`src/rtl/counter_snapshot_reader.sv`:
```
// counter_snapshot_reader: captures the Count0/Count1 pair on one edge and streams
//   the 128-bit snapshot out as 64/DATA_W words per counter, Count0 first, LS word first.
// Latency: first word valid 1 cycle after Req is sampled in IDLE; one word per cycle after that.
// Backpressure: Dout/Last hold while Dvalid && !Dready; Req is ignored while Busy.
//
// Ports:
//   Clk, Reset        - clock (rising edge), asynchronous active-low reset
//   Count0, Count1    - live 64-bit counters from the counter block
//   Req               - snapshot request, only looked at in IDLE
//   Dout/Dvalid/Dready- output word stream, valid/ready handshake
//   Last              - marks the final word of a snapshot
//   Busy              - request accepted, final word not yet transferred
//   Done              - one-cycle pulse after the final transfer
//
// Build option: COUNTER_SNAPSHOT_CHECKSUM_EN appends one extra word, the XOR of all
// data words, and moves Last onto it.
//
// DATA_W must be 8, 16, 32 or 64.

module counter_snapshot_reader #(
  parameter int DATA_W = 16
) (
  input  logic              Clk,
  input  logic              Reset,
  input  logic [63:0]       Count0,
  input  logic [63:0]       Count1,
  input  logic              Req,
  output logic [DATA_W-1:0] Dout,
  output logic              Dvalid,
  input  logic              Dready,
  output logic              Last,
  output logic              Busy,
  output logic              Done
);

  localparam int N     = 64 / DATA_W;
  localparam int NW    = 2 * N;
  localparam int IDX_W = (NW > 1) ? $clog2(NW) : 1;
  localparam logic [IDX_W-1:0] LAST_IDX = IDX_W'(NW - 1);

  typedef enum logic [1:0] {
    IDLE = 2'd0,
    SEND = 2'd1
`ifdef COUNTER_SNAPSHOT_CHECKSUM_EN
    ,
    CHK  = 2'd2
`endif
  } state_t;

  state_t             state, state_nxt;
  logic [IDX_W-1:0]   idx, idx_nxt;
  logic [127:0]       snap;
  logic               capture;
  logic               done_nxt;
  logic               xfer;
  logic [DATA_W-1:0]  word_sel;

  assign Dvalid = (state != IDLE);
  assign Busy   = (state != IDLE);
  assign xfer   = Dvalid && Dready;

  always_ff @(posedge Clk or negedge Reset) begin
    if (!Reset) begin
      state <= IDLE;
      idx   <= '0;
      snap  <= '0;
      Done  <= 1'b0;
    end else begin
      state <= state_nxt;
      idx   <= idx_nxt;
      Done  <= done_nxt;
      if (capture) begin
        snap <= {Count1, Count0};
      end
    end
  end

  always_comb begin
    state_nxt = state;
    idx_nxt   = idx;
    capture   = 1'b0;
    done_nxt  = 1'b0;
    case (state)
      IDLE: begin
        if (Req) begin
          capture   = 1'b1;
          idx_nxt   = '0;
          state_nxt = SEND;
        end
      end
      SEND: begin
        if (xfer) begin
          if (idx == LAST_IDX) begin
`ifdef COUNTER_SNAPSHOT_CHECKSUM_EN
            state_nxt = CHK;
`else
            state_nxt = IDLE;
            done_nxt  = 1'b1;
`endif
          end else begin
            idx_nxt = idx + IDX_W'(1);
          end
        end
      end
`ifdef COUNTER_SNAPSHOT_CHECKSUM_EN
      CHK: begin
        if (xfer) begin
          state_nxt = IDLE;
          done_nxt  = 1'b1;
        end
      end
`endif
      default: begin
        state_nxt = IDLE;
      end
    endcase
  end

  // Constant-index mux keeps the word select free of variable part-selects.
  always_comb begin
    word_sel = '0;
    for (int k = 0; k < NW; k++) begin
      if (idx == IDX_W'(k)) begin
        word_sel = snap[k*DATA_W +: DATA_W];
      end
    end
  end

`ifdef COUNTER_SNAPSHOT_CHECKSUM_EN
  logic [DATA_W-1:0] csum;

  always_comb begin
    csum = '0;
    for (int k = 0; k < NW; k++) begin
      csum = csum ^ snap[k*DATA_W +: DATA_W];
    end
  end

  assign Last = (state == CHK);

  always_comb begin
    Dout = '0;
    if (state == SEND) begin
      Dout = word_sel;
    end else if (state == CHK) begin
      Dout = csum;
    end
  end
`else
  assign Last = (state == SEND) && (idx == LAST_IDX);

  // Gated to zero outside SEND so the reset value is 0 without a clock.
  always_comb begin
    Dout = '0;
    if (state == SEND) begin
      Dout = word_sel;
    end
  end
`endif

endmodule

```
`config.mk`:
```
export PLATFORM = sky130hd
export DESIGN_NAME = counter_snapshot_reader
export DESIGN_NICKNAME = d
export VERILOG_FILES = /design/src/rtl/counter_snapshot_reader.sv
export SDC_FILE = /design/constraint.sdc
export NUM_CORES = 1
export LEC_CHECK = 0
export ABC_CLOCK_PERIOD_IN_PS = 2690
export BUFFER_PORTS_ARGS = -buffer_cell sky130_fd_sc_hd__buf_2
export CELL_PAD_IN_SITES_DETAIL_PLACEMENT = 0
export CELL_PAD_IN_SITES_GLOBAL_PLACEMENT = 1
export CORE_MARGIN = 2
export CORE_UTILIZATION = 35
export DETAILED_ROUTE_END_ITERATION = 6
export PLACE_DENSITY = 0.82
export SLEW_MARGIN = 20
export SYNTH_ARGS = -nofsm -noshare
export SYNTH_HDL_FRONTEND = slang
export SYNTH_SLANG_ARGS = --single-unit
export TNS_END_PERCENT = 100
```
`constraint.sdc`:
```
create_clock -name Clk -period 2.69 [get_ports Clk]
set_clock_uncertainty 0.1 [all_clocks]
set_input_delay 0.807 -clock Clk [delete_from_list [all_inputs] [get_ports Clk]]
set_output_delay 0.807 -clock Clk [all_outputs]
set_load 0.05 [all_outputs]
```
## Yosys cells after proc, flatten, opt, wreduce, memory -nomap -nowiden

Cells that the tools add are included.

- Word-level logic and storage cells: 47
- Input port bits: 132
- Flip-flop bits (word level): 134
- Output and inout port bits: 20

- Multiplexer cells: 22
- Eq/ne operators: 12
- Add/sub/neg operators: 1
- Reduce and logical (&&, ||, !) cells: 8

Operators by type and width:

| kind | number |
|---|---|
| $mux 16 | 9 |
| $eq 3x3->1 const B | 4 |
| $mux 3 | 3 |
| $ne 2x2->1 const B | 4 |
| $eq 3x2->1 const B | 2 |
| $mux 2 | 3 |
| $pmux 3 s2 | 1 |
| $mux 1 | 5 |
| $pmux 2 s2 | 1 |
| $reduce_and 4->1 | 1 |
| $reduce_bool 2->1 | 2 |
| $add 3x1->3 const B | 1 |
| $eq 3x1->1 const B | 1 |
| $logic_not 3->1 | 1 |
| $reduce_and 3->1 | 1 |
| $eq 2x1->1 const B | 1 |
| $logic_and 1x1->1 | 2 |
| $logic_not 2->1 | 1 |

## Depth between registers and ports, before layout

Gate-level depths: netlist (run 1).

- Depth in word-level cells: 10
- Mapped depth: 9
- Gate-level depth less buffers: 6

## Worst setup path before layout (run 1)

No wires, ideal clock.

- Path type: reg2out
- From: register idx[0]
- To: output Dout[10]
- Buffers on the path: 3
- Cell stages (with the launch flop): 9
- Data arrival time: 2.089 ns
- Required time: 1.783 ns
- Setup slack: -0.306 ns
- Cells stage by stage: dfrtp_1 > ha_1 > ha_1 > buf_6 > or2_1 > buf_6 > buf_8 > o31ai_1 > a32o_1

- Longest elaborated chain between the ends: 10
- Elaborated cells on any way between the ends: 17
- Those cells by class: eq/ne: 7; mux: 9; reduce/logical: 1

RTL lines:

| what | RTL line | text |
|---|---|---|
| from (decl) | 51 | `logic [IDX_W-1:0] idx, idx_nxt;` |
| from (signal assigned) | 70 | `idx <= idx_nxt;` |
| $logic_not 3->1 | 123 | `if (idx == IDX_W'(k)) begin` |
| $mux 16 (7 in series) | 123 |  |
| $mux 16 (*) | 123 |  |
| $mux 16 (*) | 155 | `if (state == SEND) begin` |
| to (decl) | 28 | `output logic [DATA_W-1:0] Dout,` |

Mark *: on every way between the ends. The rest lies on a longest branch, timed or not.

## Worst setup path after layout (run 1)

- From: register idx[0]
- To: output Dout[2]

Same word-level chain as after synthesis.

==> impl.org, run 1 <==
** Synth
- Dividing the synthesized area by the synthesized cell count gives roughly 8.1 sq um.
- Flop and latch count out of synthesis :: between 100 and 150
- Syn_nets :: between 900 and 1000
- Largest family of logic cells by synthesized area :: simple AND/OR/NAND/NOR gates
- Of the total synthesized cell area, the portion taken by AND, OR, NAND and NOR gates is 0.2694.
- Of the synthesized area, sequential elements account for 0.5231.
- Fraction of synthesized area in multiplexers :: 0
- The mapped netlist covers roughly 6400 sq um.
- Number of library cell types mapped by synthesis :: 29
- Syn Inst Count :: 784
- Of the total synthesized cell area, the portion taken by full adders, half adders and majority gates is 0.01180.
- The Yosys step of the flow raised 0 warnings.
- Of the total synthesized cell area, the portion taken by XOR and XNOR cells is 0.
- The complex-gate fraction of the synthesized area came to 0.1443.

** Global routing
- Final global-route overflow total :: 0
- The first global-routing pass estimated ~33 mm of wire.
- Vias in the first global route :: around 6000
- Number of antenna violations at the first check in global routing :: 1
- Across every metal layer, demand over resource in global routing totals 0.2203.
- Entering global routing, the biggest net connects 57 pins.

** Job
- Max Cap Violations :: 0

** Floorplan
- Core region area :: about 18000 sq um
- Number of I/O pins :: 152
- In this run the core area contains a little under 50 standard-cell rows.
- Die Outline Area :: between 15000 and 20000 sq um
- Effective utilization at floorplan :: 0.3554
- Y dimension of the die :: between 100 and 150 um
- Chip width :: ~140 um

** Power and ir drop
- Peak ir drop on the vdd network :: 0.001260 V
- Leak pwr :: ~4.5 nW
- Pint :: between 6 and 7 mW
- Of the total power, the clock network draws 0.178.
- Switching part of the total power :: 0.4410
- Combinational group share of total power :: 0.523
- Power density relative to cell area :: 1427 nW/um^2
- In this run the power spent charging and discharging nets is 5.518 mW.
- Portion of total power attributed to sequential cells :: 0.299

** Routing
- Total detailed-routing wirelength :: between 20 and 25 mm
- DRC errors left :: 0
- The detail route stage leaves a number of antenna-violating nets equal to 0.
- Met3 WL post-DR :: 1.397 mm
- Count of routing violations after the opening detailed-route iteration :: 428
- Vias post-DR :: between 5000 and 6000
- In this run the top signal layer used is met4.
- Before antenna repair, the detailed router went through 5 iterations.
- In the final routed layout, each cell accounts on average for 17.77 um.
- Met2 Wirelength :: roughly 9.6 mm
- After detailed routing, the number of vias per cell comes to 5.047.
- WL met1 :: 9.523 mm

** Setup path
- End of the critical path :: Dout[2]
- Worst-path maximum fanout :: 16
- The worst register-to-register path begins at idx[0].
- Required time at the endpoint of the critical path :: between 1500 and 2000 ps
- STA classifies the critical path endpoint as an output port.
- For flop-to-flop paths, the worst setup slack is roughly 750 ps.
- Arrival time of the worst setup path :: between 2000 and 2500 ps
- For the worst flop-to-flop path, the logic depth is 8.
- Reg-to-Reg End :: idx[2]
- Setup CP Type :: flip-flop to output port
- Critical path startpoint category :: flip-flop
- Startpoint of the worst setup timing path :: idx[0]

** Place
- Including well taps, the total number of placed cells is between 1000 and 1500.
- Detailed placement finished with a half-perimeter wire length of 14.94 mm.
- Routability-driven placement finished with a final weighted congestion of between 0.8 and 0.9.
- Count of port buffers added during placement :: about 150
- After detailed placement, the total cell area comes to between 7000 and 8000 sq um.

** STA
- Of the available clock period, the critical path in the final layout requires 1.193.
- For the final routed database, the setup TNS stands at -7967 ps.
- Achievable clock frequency :: 311.6 MHz
- Setup violations remaining at the end of the flow were counted as 17.
- Across all hold checks on the routed design, the worst slack comes to 204.4 ps.
- Total count of hold-check failures in the final report :: 0
- After layout, the minimum clock period comes to between 3000 and 4000 ps.
- Final WS setup :: -519.2 ps
- Measured against its own limit, the worst slew margin works out to 0.6767.
- Pins over their slew limit :: 0
- Setup repair after global routing missed its margin :: yes
- At the pin with the least slew margin, the transition time is 484.9 ps.

** Clock tree
- TritonCTS built the clock tree.
- Buffer levels on the longest clock path :: 2
- CTS HTree Levels :: 4
- The later pin in the worst-skew pair is clocked with a latency of 420 ps.
- CTS hold repair buffers :: 0
- Counting the buffers created by CTS gives 17.
- Clock tree root driver cell :: sky130_fd_sc_hd__clkbuf_16
- After clock tree synthesis, the clock-pin slew on the worst setup and hold paths is roughly 60 ps.
- Clock tree sinks :: roughly 130

** Run status
- Violated checks :: setup timing
- Run status :: complete, but fails checks

** Final layout
- Of the cells placed in the final design, the portion with a size suffix greater than 1 is 0.3146.
- The layout has 1719 filler cells.
- Layout Cells excl Fill :: 1174
- The area growth from synthesis to layout is 37.82%.
- Multi-input combinational cell area :: approximately 3300 sq um
- Combined flip-flop and latch cell area :: approximately 3300 sq um
- Post-route cell area :: around 8800 sq um
- Final-stage net count :: between 1000 and 1500

** Hold path
- In this run the worst hold path is classified as input pin to async pin.
==> how the worst min path moves through the flow <==
stage | end | start | slack, ps | cells past startpoint
2_1_floorplan | snap[80] | snap[80] | 350 | 2
3_3_place_gp | snap[126] | snap[126] | 360 | 2
3_5_place_dp | snap[36] | snap[36] | 360 | 2
4_1_cts | snap[48] | Reset | 220 | 1
5_1_grt | snap[48] | Reset | 230 | 1
6_report | snap[48] | Reset | 200 | 1
==> worst max-delay path, cell delays in order, from the launching register on <==
cell                       delay (ps)
sky130_fd_sc_hd__dfrtp_2          450
sky130_fd_sc_hd__buf_6            140
sky130_fd_sc_hd__ha_4             170
sky130_fd_sc_hd__buf_12           170
sky130_fd_sc_hd__a221oi_4         400
sky130_fd_sc_hd__o31ai_4          110
sky130_fd_sc_hd__a32o_2           270
sky130_fd_sc_hd__buf_6            150
==> cells in the final DEF, fill, tap and decap left out, drive strengths merged, types with 4 or more instances in the layout <==
cell type,netlist,layout
clkbuf,36,20
a22o,16,16
nand2,418,418
buf,23,188
nor2,19,19
a32o,16,16
inv,5,5
clkinv,0,7
o22ai,16,16
o21ai,33,33
o31ai,16,16
a221oi,16,16
clkinvlp,0,4
a21oi,17,17
ha,6,6
dfrtp,133,133
==> per-stage QoR <==
stage | utilization | setup slack [ps] | power [mW]
floorplan | - | -103.2 | 6.965
global placement | 0.4173 | -278.5 | 8.444
detailed placement | 0.4173 | -334.8 | 8.495
CTS | 0.4812 | -513.2 | 12.14
global route | 0.4897 | -574.5 | 13.20
finish | 0.4898 | -519.2 | 12.51
==> timing repair <==
item	4_1_cts	5_1_grt
buffers inserted	4	0
endpoints found under the setup margin	17	17
gates resized for setup	112	32
gates cloned	1	0
pin swaps	22	18
==> routing by layer <==
| layer | GRT usage | vias up |
|---|---|---|
| met5 | 0 | - |
| met1 | 0.3056 | 2832 |
| met2 | 0.3391 | 217 |
| met3 | 0.06285 | 16 |
| met4 | 0.06167 | 0 |
| li1 | - | 2860 |
==> flip-flops by register name, summed over array words and instances (netlist names) <==
register / count
snap: 128
idx: 3
Done: 1
state: 1
==> cell usage after synthesis (all sizes together) <==
cell	count	area share
a21oi	17	0.013
dlygate4sd1	1	0.0014
buf	23	0.026
or2	1	0.00098
nor2b	3	0.0030
a32o	16	0.025
inv	5	0.0030
a221oi	16	0.022
ha	6	0.012
nand2b	2	0.0020
clkbuf	36	0.021
and2	2	0.0020
nand3	3	0.0024
o31ai	16	0.019
dfrtp	133	0.52
nand2	418	0.25
nor2	19	0.012
o22ai	16	0.016
a22o	16	0.022
o21ai	33	0.026
and3	1	0.00098
a211oi	1	0.0012
==> cell type report <==
cell class / instances / share of cell area
Inverter: 5 / 0.002711
Clock buffer: 20 / 0.05208
Tap cell: 229 / 0.03268
Timing Repair Buffer: 188 / 0.1490
Clock inverter: 12 / 0.01213
Antenna cell: 1 / 0.0002854
Multi-Input combinational cell: 586 / 0.3713
Sequential cell: 133 / 0.3799
==> logic make-up (layout without fill, tap and decap cells) <==
family,count (synthesis),after routing
DFF,133,133
AOI/OAI and AO/OA,131,131
other,0,1
and+or+nand+nor,449,449
buffers and inverters,65,225
adders and majority gates,6,6
==> power by group through the flow <==
| stage | Sequential (mW) | Clock [mW] | Combinational [mW] |
|---|---|---|---|
| after detailed placement | 3.61 | 0 | 4.88 |
| after CTS | 3.67 | 2.24 | 6.23 |
| final | 3.74 | 2.22 | 6.54 |
| after global routing | 3.83 | 2.33 | 7.04 |
| after floorplan | 3.34 | 0 | 3.62 |
| after global placement | 3.63 | 0 | 4.82 |
No activity file was read; power rests on OpenSTA's default activity.
==> run 2: changes to the inputs <==
Settings changed: CTS_CLUSTER_DIAMETER set to 120, PLACE_DENSITY 0.82 to 0.74.
==> run 2 against run 1 <==
Against the previous run: the flow still finishes with violations (setup timing); utilization increased by 0.31 points; routed wire length rose by 1.2%; die area unchanged; design area up 0.64%; worst hold slack improved by 12 ps; total power decreased by 0.27%; register-to-register slack gained 20 ps; critical path type unchanged; highest routed layer is now met5.
==> impl.org, run 2 (synthesized netlist as in run 1, its figures left out) <==
** Run status
- Run status :: complete, but fails checks
- Violated checks :: setup timing

** Final layout
- Area Growth Syn to Fin :: 38.70%
- The final antenna diode count is 0 (-1).
- Counting flops per register, the top entry is snap.
- The library cells used most frequently in the layout, excluding fill and tap cells, are sky130_fd_sc_hd__nand2_1, sky130_fd_sc_hd__dfrtp_1, sky130_fd_sc_hd__buf_2.
- The flip-flop count of the largest register after layout is 128 (unchanged).
- Final-stage net count :: 1073 (+0.37%)
- The ratio of cells with drive above 1 in the final layout came to 0.3146 (unchanged).
- In the final layout, the registers with the most flip-flops are snap: 128 flops, idx: 3 flops.
- The library cell used most frequently in the layout, excluding fill and tap cells, is sky130_fd_sc_hd__nand2_1.
- Layout Cells excl Fill :: 1173 (-0.085%)
- Core Util, Final :: 0.4929 (+0.003145)

** STA
- Setup repair after global routing missed its margin :: yes
- The post-route worst setup slack came to -554.9 ps (-35.67 ps).
- The maximum achievable frequency is 308.2 MHz (-1.1%).
- Final setup violation count :: 17 (unchanged)
- The part of the cycle the worst path needs came to 1.206 (+0.01326).
- The relative slew slack was 0.6319 (-0.04479).
- The final hold violation count was 0 (unchanged).
- Worst slack on hold paths :: 216.8 ps (+12.36 ps)
- The final critical-path required period is 3245 ps (+35.67 ps).
- Transition time of the tightest slew-check pin :: 552.1 ps (+67.19 ps)
- The total count of max-transition violations in the final report is 0 (unchanged).

** Floorplan
- Y dimension of the die :: 138.8 um (unchanged)
- The die extent in x was 138.8 um (unchanged).
- The site row count was 49 (unchanged).
- Number of I/O pins :: 152 (unchanged)
- Die Outline Area :: 19270 sq um (unchanged)
- The starting utilization of the core area is 0.3554 (unchanged).
- Core region area :: 17900 sq um (unchanged)

** Routing
- Routed wire length per instance :: 17.99 um (+1.3%)
- Count of antenna-violating nets left after detailed routing :: 0 (unchanged)
- Via-to-Cell Ratio :: 5.025 (-0.44%)
- The number of design-rule violations left by the first detailed-router iteration came to 420 (-1.9%).
- Pre-Repair DR Iteration Count :: 5 (unchanged)
- Vias post-DR :: 5894 (-0.52%)
- The total detailed-routing wirelength was 21.11 mm (+1.2%).
- The DRC violation count after routing came to 0 (unchanged).

** Clock tree
- Clock tree sinks :: 133 (unchanged)
- CTS HTree Levels :: 4 (unchanged)
- Buffer levels on the longest clock path :: 2 (unchanged)
- Clock tree synthesis selected as its root buffer the cell sky130_fd_sc_hd__clkbuf_16.
- TritonCTS clock tree :: yes
- Clock insertion delay at the later pin of the skew report :: 420 ps (about the same)
- The clock-pin slew of the registers on the worst-case setup and hold paths came to 60 ps (about the same).
- TritonCTS Buffers :: 17 (unchanged)

** Setup path
- The required time of the critical path is 1780 ps (about the same).
- R2R cell count :: 9 (+1)
- The critical path data arrival time was 2340 ps (+40 ps).
- Setup CP Type :: flip-flop to output port
- The maximum fanout along the worst path came to 8 (-8).
- The worst setup path is launched from a flip-flop.
- The signal on the critical path passes through ha_2, ha_4, or2_4, buf_12, o31ai_4, a32o_2, buf_8.
- Max stage delay cell, worst path :: sky130_fd_sc_hd__dfrtp_1
- Slowest stage delay, CP :: 420 ps (-30 ps)
- STA classifies the critical path endpoint as an output port.

** Global routing
- Most used routing layer :: met2
- The number of antenna violations at the first check in global routing was 1 (unchanged).
- First-pass GRT wire length :: 33.29 mm (+0.37%)
- Final global-route overflow total :: 0 (unchanged)
- The aggregate global-route resource usage is 0.2230 (+0.002743).
- The met2 routing resource usage after global routing came to 0.3542 (+0.01504).
- The routing usage on met3 came to 0.05180 (-0.01105).
- The via count of the first global-routing pass is 6016 (+0.017%).
- The global routing met1 resource utilization was 0.3024 (-0.003222).
- The pin count of the biggest net entering global routing came to 70 (+23%).

** Place
- The port buffer count was 151 (unchanged).
- Dpl cells :: 1144 (+0.53%)
- DP Wirelength :: 15.17 mm (+1.5%)
- The weighted congestion at the end of routability-driven global placement is 0.8714 (+0.14%).

** Power and ir drop
- Peak ir drop on the vdd network :: 0.001208 V (-4.1%)
- Power consumption :: 12.48 mW (-0.27%)
- The cell area power density came to 1414 nW/um^2 (-0.91%).
- Leak pwr :: 4.475 nW (+0.18%)

** Job
- The reported max-cap violation count was 0 (unchanged).

** Hold path
- The min-delay analysis places its worst path in the category input pin to async pin.
run 2: cell count changes in the layout (fill, tap and decap cells not counted), moves of 3 or more:
cell,change
sky130_fd_sc_hd__buf_8,-3
sky130_fd_sc_hd__clkbuf_1,+3
sky130_fd_sc_hd__a221oi_4,+4
sky130_fd_sc_hd__buf_6,+8
sky130_fd_sc_hd__clkinv_4,-3
sky130_fd_sc_hd__a221oi_2,-4
run 2: layer usage:
| layer | wire, um | part of all wire |
|---|---|---|
| met2 | 9776 | 0.46 |
| met4 | 444 | 0.021 |
| met1 | 9683 | 0.46 |
| met3 | 1189 | 0.056 |
| met5 | 13 | 0.00062 |
run 2: through the flow:
stage / setup TNS [ps] / worst slack [ps] / area (sq um)
2_1_floorplan: -1114 / -103.2 / 6397
3_3_place_gp: -2690 / -221.1 / 7528
3_5_place_dp: -3198 / -235.0 / 7528
4_1_cts: -7812 / -525.4 / 8735
5_1_grt: -9168 / -607.4 / 8825
6_report: -8027 / -554.9 / 8825
run 2: power by group:
| part | switching, mW | total (mW) | internal (mW) |
|---|---|---|---|
| registers | 0.866 | 3.78 | 2.92 |
| logic | 3.84 | 6.67 | 2.83 |
| clock network | 0.828 | 2.02 | 1.20 |
| total | 5.53 | 12.5 | 6.94 |
run 2: repair_timing:
item | 4_1_cts | 5_1_grt
gates cloned | 1 | 0
pin swaps | 24 | 8
hold buffers | 0 | 0
buffers inserted | 2 | 1
gates resized for setup | 139 | 17
setup endpoints to repair | 17 | 17
run 2: area by class of cell:
class / instances / area (sq um)
Clock inverter: 5 / 30.03
Timing Repair Buffer: 192 / 1356
Multi-Input combinational cell: 586 / 3332
Fill cell: 1757 / 9077
Tap cell: 229 / 286.5
Sequential cell: 133 / 3328
Clock buffer: 23 / 467.9
Inverter: 5 / 23.77
run 2: critical path, delay by kind of cell, from the launching register on:
kind	cells	cell delay, ps
AOI/OAI and AO/OA	2	530
adders and majority gates	2	390
buffers and inverters	2	310
DFF	1	420
and+or+nand+nor	1	250
run 2: final timing paths:
kind	slack, ps	from	end
worst min-delay path	220	Reset	snap[51]
worst min register to register	380	snap[94]	snap[94]
worst max register to register	770	idx[0]	idx[2]
worst max-delay path	-550	idx[0]	Dout[8]
min in group Clk	380	snap[94]	snap[94]
max in group asynchronous	1690	Reset	snap[11]
